==> config.mk <==
export PLATFORM = sky130hd
export DESIGN_NAME = bsg_axil_fifo_responder_flat
export DESIGN_NICKNAME = d
export VERILOG_FILES = /design/src/rtl/bsg_axil_fifo_responder_if.sv /design/src/rtl/bsg_axil_fifo_responder.sv /design/src/flat_wrapper.sv
export SDC_FILE = /design/constraint.sdc
export NUM_CORES = 1
export LEC_CHECK = 0
export ABC_AREA = 1
export CAP_MARGIN = 25
export CORE_MARGIN = 2
export CORE_UTILIZATION = 30
export DETAILED_ROUTE_END_ITERATION = 10
export SYNTH_ARGS = -nofsm -noshare
export SYNTH_HDL_FRONTEND = slang
export SYNTH_SLANG_ARGS = --single-unit
export TNS_END_PERCENT = 5
==> constraint.sdc <==
create_clock -name clk_i -period 4.63 [get_ports clk_i]
set_input_delay 1.1575 -clock clk_i [delete_from_list [all_inputs] [get_ports clk_i]]
set_output_delay 1.1575 -clock clk_i [all_outputs]
set_load 0.01 [all_outputs]
==> src/rtl/bsg_axil_fifo_responder_if.sv <==
// Bus bundle for bsg_axil_fifo_responder: AXI-lite write/read channels plus RX/TX word streams.
// The slave modport is the responder's view; master is the view of whatever drives it.
interface bsg_axil_fifo_responder_if #(
    parameter int addr_width_p = 32,
    parameter int data_width_p = 32
);
    logic                      awvalid_i;
    logic [addr_width_p-1:0]   awaddr_i;
    logic                      awready_o;
    logic                      wvalid_i;
    logic [data_width_p-1:0]   wdata_i;
    logic [data_width_p/8-1:0] wstrb_i;
    logic                      wready_o;
    logic                      bvalid_o;
    logic [1:0]                bresp_o;
    logic                      bready_i;

    logic                      arvalid_i;
    logic [addr_width_p-1:0]   araddr_i;
    logic                      arready_o;
    logic                      rvalid_o;
    logic [data_width_p-1:0]   rdata_o;
    logic [1:0]                rresp_o;
    logic                      rready_i;

    logic                      rx_v_i;
    logic [data_width_p-1:0]   rx_data_i;
    logic                      rx_ready_o;

    logic                      tx_v_o;
    logic [data_width_p-1:0]   tx_data_o;
    logic                      tx_yumi_i;

    modport slave (
        input  awvalid_i, awaddr_i, wvalid_i, wdata_i, wstrb_i, bready_i,
        output awready_o, wready_o, bvalid_o, bresp_o,
        input  arvalid_i, araddr_i, rready_i,
        output arready_o, rvalid_o, rdata_o, rresp_o,
        input  rx_v_i, rx_data_i,
        output rx_ready_o,
        input  tx_yumi_i,
        output tx_v_o, tx_data_o
    );

    modport master (
        output awvalid_i, awaddr_i, wvalid_i, wdata_i, wstrb_i, bready_i,
        input  awready_o, wready_o, bvalid_o, bresp_o,
        output arvalid_i, araddr_i, rready_i,
        input  arready_o, rvalid_o, rdata_o, rresp_o,
        output rx_v_i, rx_data_i,
        input  rx_ready_o,
        output tx_yumi_i,
        input  tx_v_o, tx_data_o
    );
endinterface

==> src/rtl/bsg_axil_fifo_responder.sv <==
// AXI-lite register window onto an RX FIFO (stream in, popped by reads) and a TX FIFO
// (pushed by writes, drained by the tx stream). One write and one read outstanding at a time.
module bsg_axil_fifo_responder #(
    parameter int axil_addr_width_p = 32,
    parameter int axil_data_width_p = 32,
    parameter int fifo_els_p        = 16,
    parameter logic [axil_addr_width_p-1:0] base_addr_p = 'h1000
) (
    input logic clk_i,
    input logic reset_n_i,
    bsg_axil_fifo_responder_if.slave bus
);
    localparam int ptr_w = $clog2(fifo_els_p);
    localparam int cnt_w = ptr_w + 1;
    localparam logic [cnt_w-1:0] els_c = cnt_w'(fifo_els_p);

    localparam logic [axil_addr_width_p-1:0] off_tx_push = '0;
    localparam logic [axil_addr_width_p-1:0] off_tx_vac  = axil_addr_width_p'(32'h10);
    localparam logic [axil_addr_width_p-1:0] off_rx_cnt  = axil_addr_width_p'(32'h18);
    localparam logic [axil_addr_width_p-1:0] off_rx_pop  = axil_addr_width_p'(32'h1C);

    localparam logic [1:0] resp_okay   = 2'b00;
    localparam logic [1:0] resp_slverr = 2'b10;
    localparam logic [1:0] resp_decerr = 2'b11;

    logic unused_wstrb;
    assign unused_wstrb = ^bus.wstrb_i;

    // ---------------- RX FIFO ----------------
    logic [axil_data_width_p-1:0] rx_mem [fifo_els_p];
    logic [ptr_w-1:0]             rx_wptr, rx_rptr;
    logic [cnt_w-1:0]             rx_count;
    logic                         rx_full, rx_empty, rx_push, rx_pop;

    assign rx_full        = (rx_count == els_c);
    assign rx_empty       = (rx_count == '0);
    assign bus.rx_ready_o = !rx_full;
    assign rx_push        = bus.rx_v_i & !rx_full;

    always_ff @(posedge clk_i or negedge reset_n_i) begin
        if (!reset_n_i) begin
            rx_wptr  <= '0;
            rx_rptr  <= '0;
            rx_count <= '0;
        end else begin
            if (rx_push) rx_wptr <= rx_wptr + 1'b1;
            if (rx_pop)  rx_rptr <= rx_rptr + 1'b1;
            rx_count <= rx_count + cnt_w'(rx_push) - cnt_w'(rx_pop);
        end
    end

    always_ff @(posedge clk_i) begin
        if (rx_push) rx_mem[rx_wptr] <= bus.rx_data_i;
    end

    // ---------------- TX FIFO ----------------
    logic [axil_data_width_p-1:0] tx_mem [fifo_els_p];
    logic [ptr_w-1:0]             tx_wptr, tx_rptr;
    logic [cnt_w-1:0]             tx_count;
    logic                         tx_full, tx_empty, tx_push, tx_pop;
    logic [axil_data_width_p-1:0] tx_push_data;

    assign tx_full       = (tx_count == els_c);
    assign tx_empty      = (tx_count == '0);
    assign bus.tx_v_o    = !tx_empty;
    assign bus.tx_data_o = tx_mem[tx_rptr];
    assign tx_pop        = bus.tx_yumi_i & !tx_empty;

    always_ff @(posedge clk_i or negedge reset_n_i) begin
        if (!reset_n_i) begin
            tx_wptr  <= '0;
            tx_rptr  <= '0;
            tx_count <= '0;
        end else begin
            if (tx_push) tx_wptr <= tx_wptr + 1'b1;
            if (tx_pop)  tx_rptr <= tx_rptr + 1'b1;
            tx_count <= tx_count + cnt_w'(tx_push) - cnt_w'(tx_pop);
        end
    end

    always_ff @(posedge clk_i) begin
        if (tx_push) tx_mem[tx_wptr] <= tx_push_data;
    end

    // ---------------- write path ----------------
    logic                         aw_held, w_held, bvalid_r;
    logic [axil_addr_width_p-1:0] aw_addr_r, wr_addr, wr_off;
    logic [axil_data_width_p-1:0] w_data_r;
    logic [1:0]                   bresp_r, wr_resp;
    logic                         aw_fire, w_fire, wr_commit, wr_is_tx;

    assign bus.awready_o = !aw_held & !bvalid_r;
    assign bus.wready_o  = !w_held & !bvalid_r;
    assign bus.bvalid_o  = bvalid_r;
    assign bus.bresp_o   = bresp_r;

    assign aw_fire      = bus.awvalid_i & bus.awready_o;
    assign w_fire       = bus.wvalid_i & bus.wready_o;
    assign wr_commit    = (aw_held | aw_fire) & (w_held | w_fire) & !bvalid_r;
    assign wr_addr      = aw_held ? aw_addr_r : bus.awaddr_i;
    assign tx_push_data = w_held ? w_data_r : bus.wdata_i;
    assign wr_off       = wr_addr - base_addr_p;
    assign wr_is_tx     = (wr_off == off_tx_push);

    // Fullness is judged before any same-cycle tx pop, so a full FIFO always refuses.
    assign tx_push = wr_commit & wr_is_tx & !tx_full;

    always_comb begin
        wr_resp = resp_okay;
        if (!wr_is_tx)    wr_resp = resp_decerr;
        else if (tx_full) wr_resp = resp_slverr;
    end

    always_ff @(posedge clk_i or negedge reset_n_i) begin
        if (!reset_n_i) begin
            aw_held   <= 1'b0;
            w_held    <= 1'b0;
            aw_addr_r <= '0;
            w_data_r  <= '0;
            bvalid_r  <= 1'b0;
            bresp_r   <= 2'b00;
        end else if (wr_commit) begin
            aw_held  <= 1'b0;
            w_held   <= 1'b0;
            bvalid_r <= 1'b1;
            bresp_r  <= wr_resp;
        end else begin
            if (aw_fire) begin
                aw_held   <= 1'b1;
                aw_addr_r <= bus.awaddr_i;
            end
            if (w_fire) begin
                w_held   <= 1'b1;
                w_data_r <= bus.wdata_i;
            end
            if (bvalid_r & bus.bready_i) bvalid_r <= 1'b0;
        end
    end

    // ---------------- read path ----------------
    logic                         rvalid_r, ar_fire;
    logic [axil_data_width_p-1:0] rdata_r, rd_data;
    logic [1:0]                   rresp_r, rd_resp;
    logic [axil_addr_width_p-1:0] rd_off;

    assign bus.arready_o = !rvalid_r;
    assign bus.rvalid_o  = rvalid_r;
    assign bus.rdata_o   = rdata_r;
    assign bus.rresp_o   = rresp_r;

    assign ar_fire = bus.arvalid_i & !rvalid_r;
    assign rd_off  = bus.araddr_i - base_addr_p;

    // Counts are sampled before this cycle's push/pop takes effect.
    always_comb begin
        rd_data = '0;
        rd_resp = resp_decerr;
        rx_pop  = 1'b0;
        if (rd_off == off_tx_vac) begin
            rd_data[cnt_w-1:0] = els_c - tx_count;
            rd_resp            = resp_okay;
        end else if (rd_off == off_rx_cnt) begin
            rd_data[cnt_w-1:0] = rx_count;
            rd_resp            = resp_okay;
        end else if (rd_off == off_rx_pop) begin
            if (!rx_empty) begin
                rd_data = rx_mem[rx_rptr];
                rd_resp = resp_okay;
                rx_pop  = ar_fire;
            end else begin
                rd_resp = resp_slverr;
            end
        end
    end

    always_ff @(posedge clk_i or negedge reset_n_i) begin
        if (!reset_n_i) begin
            rvalid_r <= 1'b0;
            rdata_r  <= '0;
            rresp_r  <= 2'b00;
        end else if (ar_fire) begin
            rvalid_r <= 1'b1;
            rdata_r  <= rd_data;
            rresp_r  <= rd_resp;
        end else if (rvalid_r & bus.rready_i) begin
            rvalid_r <= 1'b0;
        end
    end
endmodule

==> src/flat_wrapper.sv <==
// flat-port wrapper written by rule: the top's interface ports become plain ports
module bsg_axil_fifo_responder_flat 
#(
    parameter int axil_addr_width_p = 32,
    parameter int axil_data_width_p = 32,
    parameter int fifo_els_p        = 16,
    parameter logic [axil_addr_width_p-1:0] base_addr_p = 'h1000
)
  (clk_i, reset_n_i, bus_awvalid_i, bus_awaddr_i, bus_wvalid_i, bus_wdata_i, bus_wstrb_i, bus_bready_i, bus_awready_o, bus_wready_o, bus_bvalid_o, bus_bresp_o, bus_arvalid_i, bus_araddr_i, bus_rready_i, bus_arready_o, bus_rvalid_o, bus_rdata_o, bus_rresp_o, bus_rx_v_i, bus_rx_data_i, bus_rx_ready_o, bus_tx_yumi_i, bus_tx_v_o, bus_tx_data_o);
  bsg_axil_fifo_responder_if #(.addr_width_p(32), .data_width_p(32)) bus_i ();
  input logic clk_i;
  input logic reset_n_i;
  input wire logic [$bits(bus_i.awvalid_i)-1:0] bus_awvalid_i;
  input wire logic [$bits(bus_i.awaddr_i)-1:0] bus_awaddr_i;
  input wire logic [$bits(bus_i.wvalid_i)-1:0] bus_wvalid_i;
  input wire logic [$bits(bus_i.wdata_i)-1:0] bus_wdata_i;
  input wire logic [$bits(bus_i.wstrb_i)-1:0] bus_wstrb_i;
  input wire logic [$bits(bus_i.bready_i)-1:0] bus_bready_i;
  output wire logic [$bits(bus_i.awready_o)-1:0] bus_awready_o;
  output wire logic [$bits(bus_i.wready_o)-1:0] bus_wready_o;
  output wire logic [$bits(bus_i.bvalid_o)-1:0] bus_bvalid_o;
  output wire logic [$bits(bus_i.bresp_o)-1:0] bus_bresp_o;
  input wire logic [$bits(bus_i.arvalid_i)-1:0] bus_arvalid_i;
  input wire logic [$bits(bus_i.araddr_i)-1:0] bus_araddr_i;
  input wire logic [$bits(bus_i.rready_i)-1:0] bus_rready_i;
  output wire logic [$bits(bus_i.arready_o)-1:0] bus_arready_o;
  output wire logic [$bits(bus_i.rvalid_o)-1:0] bus_rvalid_o;
  output wire logic [$bits(bus_i.rdata_o)-1:0] bus_rdata_o;
  output wire logic [$bits(bus_i.rresp_o)-1:0] bus_rresp_o;
  input wire logic [$bits(bus_i.rx_v_i)-1:0] bus_rx_v_i;
  input wire logic [$bits(bus_i.rx_data_i)-1:0] bus_rx_data_i;
  output wire logic [$bits(bus_i.rx_ready_o)-1:0] bus_rx_ready_o;
  input wire logic [$bits(bus_i.tx_yumi_i)-1:0] bus_tx_yumi_i;
  output wire logic [$bits(bus_i.tx_v_o)-1:0] bus_tx_v_o;
  output wire logic [$bits(bus_i.tx_data_o)-1:0] bus_tx_data_o;
  assign bus_i.awvalid_i = bus_awvalid_i;
  assign bus_i.awaddr_i = bus_awaddr_i;
  assign bus_i.wvalid_i = bus_wvalid_i;
  assign bus_i.wdata_i = bus_wdata_i;
  assign bus_i.wstrb_i = bus_wstrb_i;
  assign bus_i.bready_i = bus_bready_i;
  assign bus_awready_o = bus_i.awready_o;
  assign bus_wready_o = bus_i.wready_o;
  assign bus_bvalid_o = bus_i.bvalid_o;
  assign bus_bresp_o = bus_i.bresp_o;
  assign bus_i.arvalid_i = bus_arvalid_i;
  assign bus_i.araddr_i = bus_araddr_i;
  assign bus_i.rready_i = bus_rready_i;
  assign bus_arready_o = bus_i.arready_o;
  assign bus_rvalid_o = bus_i.rvalid_o;
  assign bus_rdata_o = bus_i.rdata_o;
  assign bus_rresp_o = bus_i.rresp_o;
  assign bus_i.rx_v_i = bus_rx_v_i;
  assign bus_i.rx_data_i = bus_rx_data_i;
  assign bus_rx_ready_o = bus_i.rx_ready_o;
  assign bus_i.tx_yumi_i = bus_tx_yumi_i;
  assign bus_tx_v_o = bus_i.tx_v_o;
  assign bus_tx_data_o = bus_i.tx_data_o;
  bsg_axil_fifo_responder #(.axil_addr_width_p(axil_addr_width_p), .axil_data_width_p(axil_data_width_p), .fifo_els_p(fifo_els_p), .base_addr_p(base_addr_p)) u_core (.clk_i(clk_i), .reset_n_i(reset_n_i), .bus(bus_i));
endmodule
==> report_table.html, run 1 <==
<table>
<tr><th>Metric</th><th>Value</th></tr>
<tr><th colspan="2">Min path</th></tr>
<tr><td>Min-Delay Path Class</td><td>primary input to asynchronous set/reset pin</td></tr>
<tr><th colspan="2">Yosys</th></tr>
<tr><td>Main synth FF type</td><td>sky130_fd_sc_hd__edfxtp_1</td></tr>
<tr><td>Post-synth design cell area</td><td>47100 sq um</td></tr>
<tr><td>Number of unique standard cell types used by synthesis</td><td>between 40 and 50</td></tr>
<tr><td>Mapped Cells</td><td>3686</td></tr>
<tr><td>EDFF count, synth</td><td>1024</td></tr>
<tr><td>Sequential element share of the synthesized area</td><td>72.2%</td></tr>
<tr><td>Total nets after synthesis</td><td>3855</td></tr>
<tr><td>Count of yosys warnings during synthesis</td><td>0</td></tr>
<tr><td>Mean post-synth cell area</td><td>approximately 13 sq um</td></tr>
<tr><td>Synth Register Bits</td><td>roughly 1200</td></tr>
<tr><td>Asr flop ratio synth</td><td>11.3%</td></tr>
<tr><th colspan="2">Timing</th></tr>
<tr><td>Worst slew pin tran</td><td>1020 ps</td></tr>
<tr><td>Share of the clock period used by the worst path</td><td>96.1%</td></tr>
<tr><td>Total count of hold-check failures in the final report</td><td>0</td></tr>
<tr><td>Final Max Slew Viols</td><td>0</td></tr>
<tr><td>Largest clock skew in the final design</td><td>around 47 ps</td></tr>
<tr><td>Count of final setup violators</td><td>0</td></tr>
<tr><td>Worst-case headroom to the max-slew limit</td><td>31.4%</td></tr>
<tr><td>Unrepaired setup endpoints after global routing</td><td>no</td></tr>
<tr><td>Final Worst Setup Slack</td><td>183 ps</td></tr>
<tr><td>Fin crit period</td><td>around 4400 ps</td></tr>
<tr><td>Top achievable clock speed</td><td>between 0.2 and 0.25 GHz</td></tr>
<tr><td>Worst-case hold slack</td><td>472 ps</td></tr>
<tr><th colspan="2">Global route</th></tr>
<tr><td>Global-route wire length before repair</td><td>a little under 200 mm</td></tr>
<tr><td>Global-route total usage across every layer</td><td>16.1%</td></tr>
<tr><td>GRT overflow</td><td>0</td></tr>
<tr><td>Maximum number of pins on one net before global-route repair</td><td>125</td></tr>
<tr><td>Number of global-route vias before repair</td><td>between 20000 and 30000</td></tr>
<tr><td>Initial antenna violation count</td><td>29</td></tr>
<tr><th colspan="2">Place</th></tr>
<tr><td>Cell area after placement</td><td>52700 sq um</td></tr>
<tr><td>Post-placement worst setup slack</td><td>-356 ps</td></tr>
<tr><td>Count of input and output buffers</td><td>211</td></tr>
<tr><td>Half-perimeter wire length after placement</td><td>74.7 mm</td></tr>
<tr><td>RD Place Congestion</td><td>0.755</td></tr>
<tr><th colspan="2">CTS</th></tr>
<tr><td>Clock tree from TritonCTS</td><td>done</td></tr>
<tr><td>Clock Tree Root</td><td>sky130_fd_sc_hd__clkbuf_16</td></tr>
<tr><td>Number of buffers inserted during clock tree synthesis</td><td>118</td></tr>
<tr><td>Clock Tree Buf Depth</td><td>3</td></tr>
<tr><td>H-tree lvl count</td><td>3</td></tr>
<tr><td>Insertion delay of the later-clocked pin in the worst-skew pair</td><td>780 ps</td></tr>
<tr><td>Clock Sink Count</td><td>1154</td></tr>
<tr><td>Clock Pin Slew Worst Setup and Hold Paths</td><td>60 ps</td></tr>
<tr><td>Hold buffer count at cts</td><td>0</td></tr>
<tr><th colspan="2">Floorplan</th></tr>
<tr><td>Die area</td><td>between 150000 and 200000 sq um</td></tr>
<tr><td>Io pins</td><td>roughly 220</td></tr>
<tr><td>Die width</td><td>approximately 400 um</td></tr>
<tr><td>Starting density of the core</td><td>30.2%</td></tr>
<tr><td>Die extent in y</td><td>~400 um</td></tr>
<tr><td>Standard cell core area</td><td>around 160000 sq um</td></tr>
<tr><td>Total number of placement rows</td><td>approximately 150</td></tr>
<tr><th colspan="2">Critical path</th></tr>
<tr><td>Critical path capture point type</td><td>primary output</td></tr>
<tr><td>Arr. time, crit path</td><td>between 3000 and 4000 ps</td></tr>
<tr><td>R2R Setup Slk</td><td>between 1000 and 1500 ps</td></tr>
<tr><td>WS Path Type</td><td>register to primary output</td></tr>
<tr><td>Cell chain of the critical path</td><td>buf_16 &gt; buf_6 &gt; nor2_1 &gt; o32ai_1 &gt; o211ai_1 &gt; nand2_1 &gt; clkdlybuf4s50_1</td></tr>
<tr><td>Maximum fanout count along the critical path</td><td>90</td></tr>
<tr><td>Master of the slowest instance on the critical path</td><td>sky130_fd_sc_hd__clkdlybuf4s50_1</td></tr>
<tr><td>Startpoint class of the critical path</td><td>register</td></tr>
<tr><td>Req. time, crit path</td><td>3470 ps</td></tr>
<tr><td>Maximum cell stage delay along the critical path</td><td>600 ps</td></tr>
<tr><th colspan="2">Pwr</th></tr>
<tr><td>Leakage power</td><td>19.4 nW</td></tr>
<tr><td>Power density of the placed cells</td><td>~530 nW/um^2</td></tr>
<tr><td>Maximum ir drop on the vdd rail</td><td>0.365 mV</td></tr>
<tr><th colspan="2">Final layout</th></tr>
<tr><td>Area growth from synthesis to final layout</td><td>20.0%</td></tr>
<tr><td>Most frequent cells in the layout</td><td>sky130_fd_sc_hd__edfxtp_1 (1024), sky130_fd_sc_hd__nor2_1 (529), sky130_fd_sc_hd__o21ai_0 (466)</td></tr>
<tr><td>Fin nets</td><td>4102</td></tr>
<tr><td>Core Util, Final</td><td>a little over a third</td></tr>
<tr><td>Most common cell after layout, fill and taps aside</td><td>sky130_fd_sc_hd__edfxtp_1</td></tr>
<tr><td>Share of final-layout standard cells stronger than drive strength 1</td><td>10.3%</td></tr>
<tr><td>Layout Cell Area excl Fill</td><td>56600 sq um</td></tr>
<tr><th colspan="2">Routing</th></tr>
<tr><td>Wire length reported by the detailed router</td><td>133 mm</td></tr>
<tr><td>Overall via count from detail_route</td><td>30756</td></tr>
<tr><td>Average routed wire per standard cell</td><td>roughly 22 um</td></tr>
<tr><td>Number of violations reported at the end of detailed-routing iteration 0</td><td>2947</td></tr>
<tr><td>Pre-antenna DRT Iters</td><td>5</td></tr>
<tr><td>DR DRC count</td><td>0</td></tr>
<tr><td>Antenna viol nets, final</td><td>0</td></tr>
<tr><td>Vias per cell</td><td>5.05</td></tr>
<tr><th colspan="2">Outcome</th></tr>
<tr><td>Outcome</td><td>finished, final reports clean</td></tr>
<tr><th colspan="2">Flow run</th></tr>
<tr><td>Count of maximum capacitance violations</td><td>0</td></tr>
</table>
power by group:
group          internal (mW)  total (mW)  switching [mW]
registers               12.7        13.1           0.426
clock network           5.19        9.31            4.12
logic                   2.66        7.57            4.91
total                   20.6        30.0            9.46
worst max-delay path: cells and delay by family (launching register included):
kind | cells | cell delay, ps
AOI/OAI and AO/OA | 2 | 490
buffers and inverters | 3 | 1260
DFF | 1 | 450
and+or+nand+nor | 2 | 310
registers in the layout, indices dropped and copies added (netlist names), 5 cells and up:
name                cells
u_core.rx_mem         512
u_core.tx_mem         512
u_core.aw_addr_r       32
u_core.bus.rdata_o     32
u_core.w_data_r        32
u_core.rx_count         5
u_core.tx_count         5
synthesized netlist by cell type, types with 51 or more instances:
cell type	instances	area [sq um]
sky130_fd_sc_hd__o211ai_1	58	435
sky130_fd_sc_hd__clkbuf_1	197	739
sky130_fd_sc_hd__edfxtp_1	1024	30700
sky130_fd_sc_hd__o22ai_1	51	319
sky130_fd_sc_hd__o21ai_0	475	2380
sky130_fd_sc_hd__inv_1	127	477
sky130_fd_sc_hd__o221ai_1	177	1550
sky130_fd_sc_hd__nor2_1	561	2110
sky130_fd_sc_hd__nand2_1	389	1460
sky130_fd_sc_hd__dfrtp_1	130	3250
sky130_fd_sc_hd__mux2i_1	93	931
sky130_fd_sc_hd__nand3_1	131	656
final timing paths:
path | start | endpoint | cells after the start
setup / recovery | u_core.tx_rptr[0] | bus_tx_data_o[11] | 7
hold / removal | reset_n_i | u_core.bus.rdata_o[16] | 1
setup reg to reg | u_core.tx_count[1] | u_core.tx_count[4] | 16
hold reg to reg | u_core.bus.rdata_o[29] | u_core.bus.rdata_o[29] | 2
max in group asynchronous | reset_n_i | u_core.tx_rptr[2] | 2
min in group clk_i | u_core.bus.rdata_o[29] | u_core.bus.rdata_o[29] | 2
area by class of cell:
cell class	count	area (sq um)
fill	15048	99500
sequential	1154	34000
multi-input combinational	2162	11900
timing repair buffer	365	3750
clock buffer	164	3190
tap	2058	2570
clock inverter	58	616
inverter	132	509
antenna	2	5.00
stage by stage:
stage               std cells  power (mW)  TNS (ps)
floorplan                3686        17.6         0
global placement         5867        20.8      -586
detailed placement       5867        20.9      -604
CTS                      6090        30.3         0
global route             6093        31.5         0
finish                   6095        30.0         0
layer usage:
metal	track usage (%)	share of wire, %	vias to the layer above
met5	0	0.15	-
met1	22.6	44	15363
met4	4.02	2.1	30
met3	3.88	8.2	214
met2	25.0	45	1054
li1	-	-	14095
kinds of logic (layout without fill, tap and decap cells):
family,Yosys count,in the layout,synth area share [%]
other,0,2,0
AOI/OAI and AO/OA,847,847,11.1
DFF,1154,1154,72.2
xor gates and xnor gates,19,19,0.353
and+or+nand+nor,1160,1160,10.1
muxes,108,108,2.33
adders and majority gates,28,28,0.776
buffers and inverters,370,719,3.14
repair_timing:
item	CTS	global route
endpoints found under the setup margin	3	6
resized for setup	1	3
setup buffers	1	0
(Power assumes the default switching activity.)
==> inputs of run 2 (changes only) <==
--- a/config.mk
+++ b/config.mk
@@ -8,8 +8,10 @@
 export ABC_AREA = 1
 export CAP_MARGIN = 25
 export CORE_MARGIN = 2
-export CORE_UTILIZATION = 30
+export CORE_UTILIZATION = 50
 export DETAILED_ROUTE_END_ITERATION = 10
+export PLACE_DENSITY = 0.68
+export REMOVE_ABC_BUFFERS = 1
 export SYNTH_ARGS = -nofsm -noshare
 export SYNTH_HDL_FRONTEND = slang
 export SYNTH_SLANG_ARGS = --single-unit
==> run 2 against run 1 <==
Net effect:
- sequential share of layout area increased by 1.5 points
- critical path type unchanged
- sequential cell count unchanged
- hold slack improved by 8.5 ps
- routed wire length decreased by 13%
- clock-buffer cell count decreased by 5
- global-route usage increased by 7.5 points
- largest power group unchanged
- core utilization increased by 23 points
- setup slack improved by 2.9 ps
- highest routed layer unchanged
- fmax about the same
- non-clock buffer count decreased by 40
==> report_table.html, run 2 (same netlist as run 1, synthesis figures left out) <==
<table>
<tr><th>Metric</th><th>Value</th></tr>
<tr><th colspan="2">CTS</th></tr>
<tr><td>Clock tree from TritonCTS</td><td>done</td></tr>
<tr><td>Insertion delay of the later-clocked pin in the worst-skew pair</td><td>690 ps</td></tr>
<tr><td>Hold buffer count at cts</td><td>0</td></tr>
<tr><td>H-tree lvl count</td><td>3</td></tr>
<tr><td>Clock Tree Root</td><td>sky130_fd_sc_hd__clkbuf_16</td></tr>
<tr><td>Clock Sink Count</td><td>1154</td></tr>
<tr><td>Clock Pin Slew Worst Setup and Hold Paths</td><td>60 ps</td></tr>
<tr><td>Number of buffers added for setup after CTS</td><td>0</td></tr>
<tr><td>CTS resizes</td><td>0</td></tr>
<tr><td>Number of buffers inserted during clock tree synthesis</td><td>112</td></tr>
<tr><td>Clock Tree Buf Depth</td><td>3</td></tr>
<tr><th colspan="2">Final layout</th></tr>
<tr><td>Most frequent cells in the layout</td><td>sky130_fd_sc_hd__edfxtp_1 (1024), sky130_fd_sc_hd__nor2_1 (529), sky130_fd_sc_hd__o21ai_0 (474)</td></tr>
<tr><td>Most common cell after layout, fill and taps aside</td><td>sky130_fd_sc_hd__edfxtp_1</td></tr>
<tr><td>Leading registers by flop count</td><td>u_core.rx_mem: 512 flops, u_core.tx_mem: 512 flops</td></tr>
<tr><td>Fin nets</td><td>4056</td></tr>
<tr><td>Area growth from synthesis to final layout</td><td>17.2%</td></tr>
<tr><td>Share of final-layout standard cells stronger than drive strength 1</td><td>under 10%</td></tr>
<tr><td>Fill count</td><td>just over 7000</td></tr>
<tr><td>Layout Cell Area excl Fill</td><td>around 55000 sq um</td></tr>
<tr><td>Core Util, Final</td><td>59.2%</td></tr>
<tr><th colspan="2">Floorplan</th></tr>
<tr><td>Io pins</td><td>216</td></tr>
<tr><td>Die extent in y</td><td>about 310 um</td></tr>
<tr><td>Die width</td><td>311 um</td></tr>
<tr><td>Die area</td><td>96700 sq um</td></tr>
<tr><td>Total number of placement rows</td><td>about 110</td></tr>
<tr><td>Standard cell core area</td><td>93300 sq um</td></tr>
<tr><td>Starting density of the core</td><td>around half</td></tr>
<tr><th colspan="2">Routing</th></tr>
<tr><td>DR DRC count</td><td>0</td></tr>
<tr><td>Overall via count from detail_route</td><td>30340</td></tr>
<tr><td>Pre-antenna DRT Iters</td><td>6</td></tr>
<tr><td>Vias per cell</td><td>5.79</td></tr>
<tr><td>Average routed wire per standard cell</td><td>approximately 22 um</td></tr>
<tr><td>Antenna viol nets, final</td><td>0</td></tr>
<tr><td>Wire length reported by the detailed router</td><td>116 mm</td></tr>
<tr><td>Number of violations reported at the end of detailed-routing iteration 0</td><td>3098</td></tr>
<tr><th colspan="2">Critical path</th></tr>
<tr><td>Maximum cell stage delay along the critical path</td><td>850 ps</td></tr>
<tr><td>R2R Setup Slk</td><td>1090 ps</td></tr>
<tr><td>Critical path capture point type</td><td>primary output</td></tr>
<tr><td>WS Path Type</td><td>register to primary output</td></tr>
<tr><td>Arr. time, crit path</td><td>3290 ps</td></tr>
<tr><td>Master of the slowest instance on the critical path</td><td>sky130_fd_sc_hd__dfrtp_4</td></tr>
<tr><td>Maximum fanout count along the critical path</td><td>45</td></tr>
<tr><td>Terminus of the critical flop-to-flop path</td><td>u_core.tx_count[4]</td></tr>
<tr><td>Req. time, crit path</td><td>3470 ps</td></tr>
<tr><td>Startpoint class of the critical path</td><td>register</td></tr>
<tr><td>Worst R2R Start</td><td>u_core.aw_held</td></tr>
<tr><td>Cells on worst reg2reg path</td><td>19</td></tr>
<tr><td>Cell chain of the critical path</td><td>buf_4 &gt; nor2_1 &gt; o32ai_1 &gt; o211ai_1 &gt; nand2_1 &gt; clkdlybuf4s50_1</td></tr>
<tr><th colspan="2">Place</th></tr>
<tr><td>Count of input and output buffers</td><td>211</td></tr>
<tr><td>Cell area after placement</td><td>51500 sq um</td></tr>
<tr><td>Half-perimeter wire length after placement</td><td>61.8 mm</td></tr>
<tr><td>RD Place Congestion</td><td>around 0.81</td></tr>
<tr><td>Post-placement worst setup slack</td><td>-36.8 ps</td></tr>
<tr><th colspan="2">Pwr</th></tr>
<tr><td>Maximum ir drop on the vdd rail</td><td>about 0.41 mV</td></tr>
<tr><td>Leakage power</td><td>19.2 nW</td></tr>
<tr><td>Power density of the placed cells</td><td>533 nW/um^2</td></tr>
<tr><th colspan="2">Timing</th></tr>
<tr><td>Final Max Slew Viols</td><td>0</td></tr>
<tr><td>Setup_tns</td><td>0 ps</td></tr>
<tr><td>Unrepaired setup endpoints after global routing</td><td>no</td></tr>
<tr><td>Count of final setup violators</td><td>0</td></tr>
<tr><td>Fin crit period</td><td>about 4400 ps</td></tr>
<tr><td>Total count of hold-check failures in the final report</td><td>0</td></tr>
<tr><td>Top achievable clock speed</td><td>0.225 GHz</td></tr>
<tr><td>Worst-case headroom to the max-slew limit</td><td>33.6%</td></tr>
<tr><td>Worst slew pin tran</td><td>around 990 ps</td></tr>
<tr><td>Largest clock skew in the final design</td><td>21.2 ps</td></tr>
<tr><td>Final Worst Setup Slack</td><td>186 ps</td></tr>
<tr><td>Share of the clock period used by the worst path</td><td>96.0%</td></tr>
<tr><th colspan="2">Global route</th></tr>
<tr><td>GRT overflow</td><td>0</td></tr>
<tr><td>Maximum number of pins on one net before global-route repair</td><td>199</td></tr>
<tr><td>Number of global-route vias before repair</td><td>29306</td></tr>
<tr><td>Initial antenna violation count</td><td>10</td></tr>
<tr><td>Global-route wire length before repair</td><td>175 mm</td></tr>
<tr><td>Global-route total usage across every layer</td><td>between 20% and 30%</td></tr>
<tr><th colspan="2">Min path</th></tr>
<tr><td>Min-Delay Path Class</td><td>register to register</td></tr>
<tr><td>Hold Path Sink</td><td>u_core.bus.rdata_o[26]</td></tr>
<tr><td>Worst min-delay path startpoint</td><td>u_core.bus.rdata_o[26]</td></tr>
<tr><td>Cells on Worst Hold Path</td><td>2</td></tr>
<tr><th colspan="2">Flow run</th></tr>
<tr><td>Count of maximum capacitance violations</td><td>0</td></tr>
<tr><th colspan="2">Outcome</th></tr>
<tr><td>Outcome</td><td>finished, final reports clean</td></tr>
</table>
## run 2: cell types whose count changed in the layout (fill, tap and decap cells not counted), moves of 2 or more
cell,delta
sky130_fd_sc_hd__buf_6,-4
sky130_fd_sc_hd__clkbuf_8,+6
sky130_fd_sc_hd__clkbuf_16,-4
sky130_fd_sc_hd__inv_6,-4
sky130_fd_sc_hd__bufinv_16,+4
sky130_fd_sc_hd__buf_4,-42
sky130_fd_sc_hd__buf_12,+7
sky130_fd_sc_hd__o21ai_1,-8
sky130_fd_sc_hd__clkbuf_1,-7
sky130_fd_sc_hd__dfrtp_1,-2
sky130_fd_sc_hd__clkinv_16,-6
sky130_fd_sc_hd__o21ai_0,+8
sky130_fd_sc_hd__clkinv_8,+3
## run 2: routing by layer
| metal | wire (um) | up-vias | GRT usage (%) |
|---|---|---|---|
| li1 | - | 14006 | - |
| met1 | 47800 | 15044 | 31.1 |
| met4 | 3020 | 16 | 7.63 |
| met2 | 57200 | 1075 | 39.8 |
| met5 | 107 | - | 0 |
| met3 | 7590 | 199 | 4.04 |
## run 2: worst max-delay path by stage
stage	slack, ps	startpoint	end	depth (start not counted)
3_5_place_dp	-40	bus_araddr_i[20]	u_core.rx_count[4]	20
4_1_cts	140	u_core.tx_rptr[0]	bus_tx_data_o[31]	6
3_3_place_gp	7	bus_araddr_i[20]	u_core.rx_count[4]	20
6_report	190	u_core.tx_rptr[0]	bus_tx_data_o[31]	6
5_1_grt	40	u_core.tx_rptr[0]	bus_tx_data_o[2]	6
2_1_floorplan	-7380	u_core.tx_rptr[0]	bus_tx_data_o[0]	5
## run 2: cell type report
class / instances / area, sq um / area share, %
Tap cell: 1254 / 1570 / 2.84
Clock inverter: 55 / 577 / 1.04
Antenna cell: 2 / 5.00 / 0.00906
Inverter: 132 / 510 / 0.924
Clock buffer: 159 / 3140 / 5.69
Multi-Input combinational cell: 2162 / 11900 / 21.5
Sequential cell: 1154 / 34000 / 61.6
Timing Repair Buffer: 325 / 3510 / 6.35
## run 2: through the flow
step                      total power [mW]  std cells  hold slack [ps]
after floorplan                       17.6       3448              453
after global placement                20.4       5026              464
after detailed placement              20.5       5027              466
after CTS                             29.6       5241              483
after global routing                  30.7       5243              498
final                                 29.4       5243              481
## run 2: critical path, delay by kind of cell, from the launching register on
family                 cells  cell delay (ps)
DFF                        1              850
AOI/OAI and AO/OA          2              450
buffers and inverters      2             1050
and+or+nand+nor            2              230
## run 2: where the power goes
group	leakage [nW]	switching (mW)	internal, mW	total [mW]
Clock	1.81	3.83	5.29	9.12
Combinational	6.55	4.46	2.59	7.05
Sequential	10.9	0.533	12.7	13.2
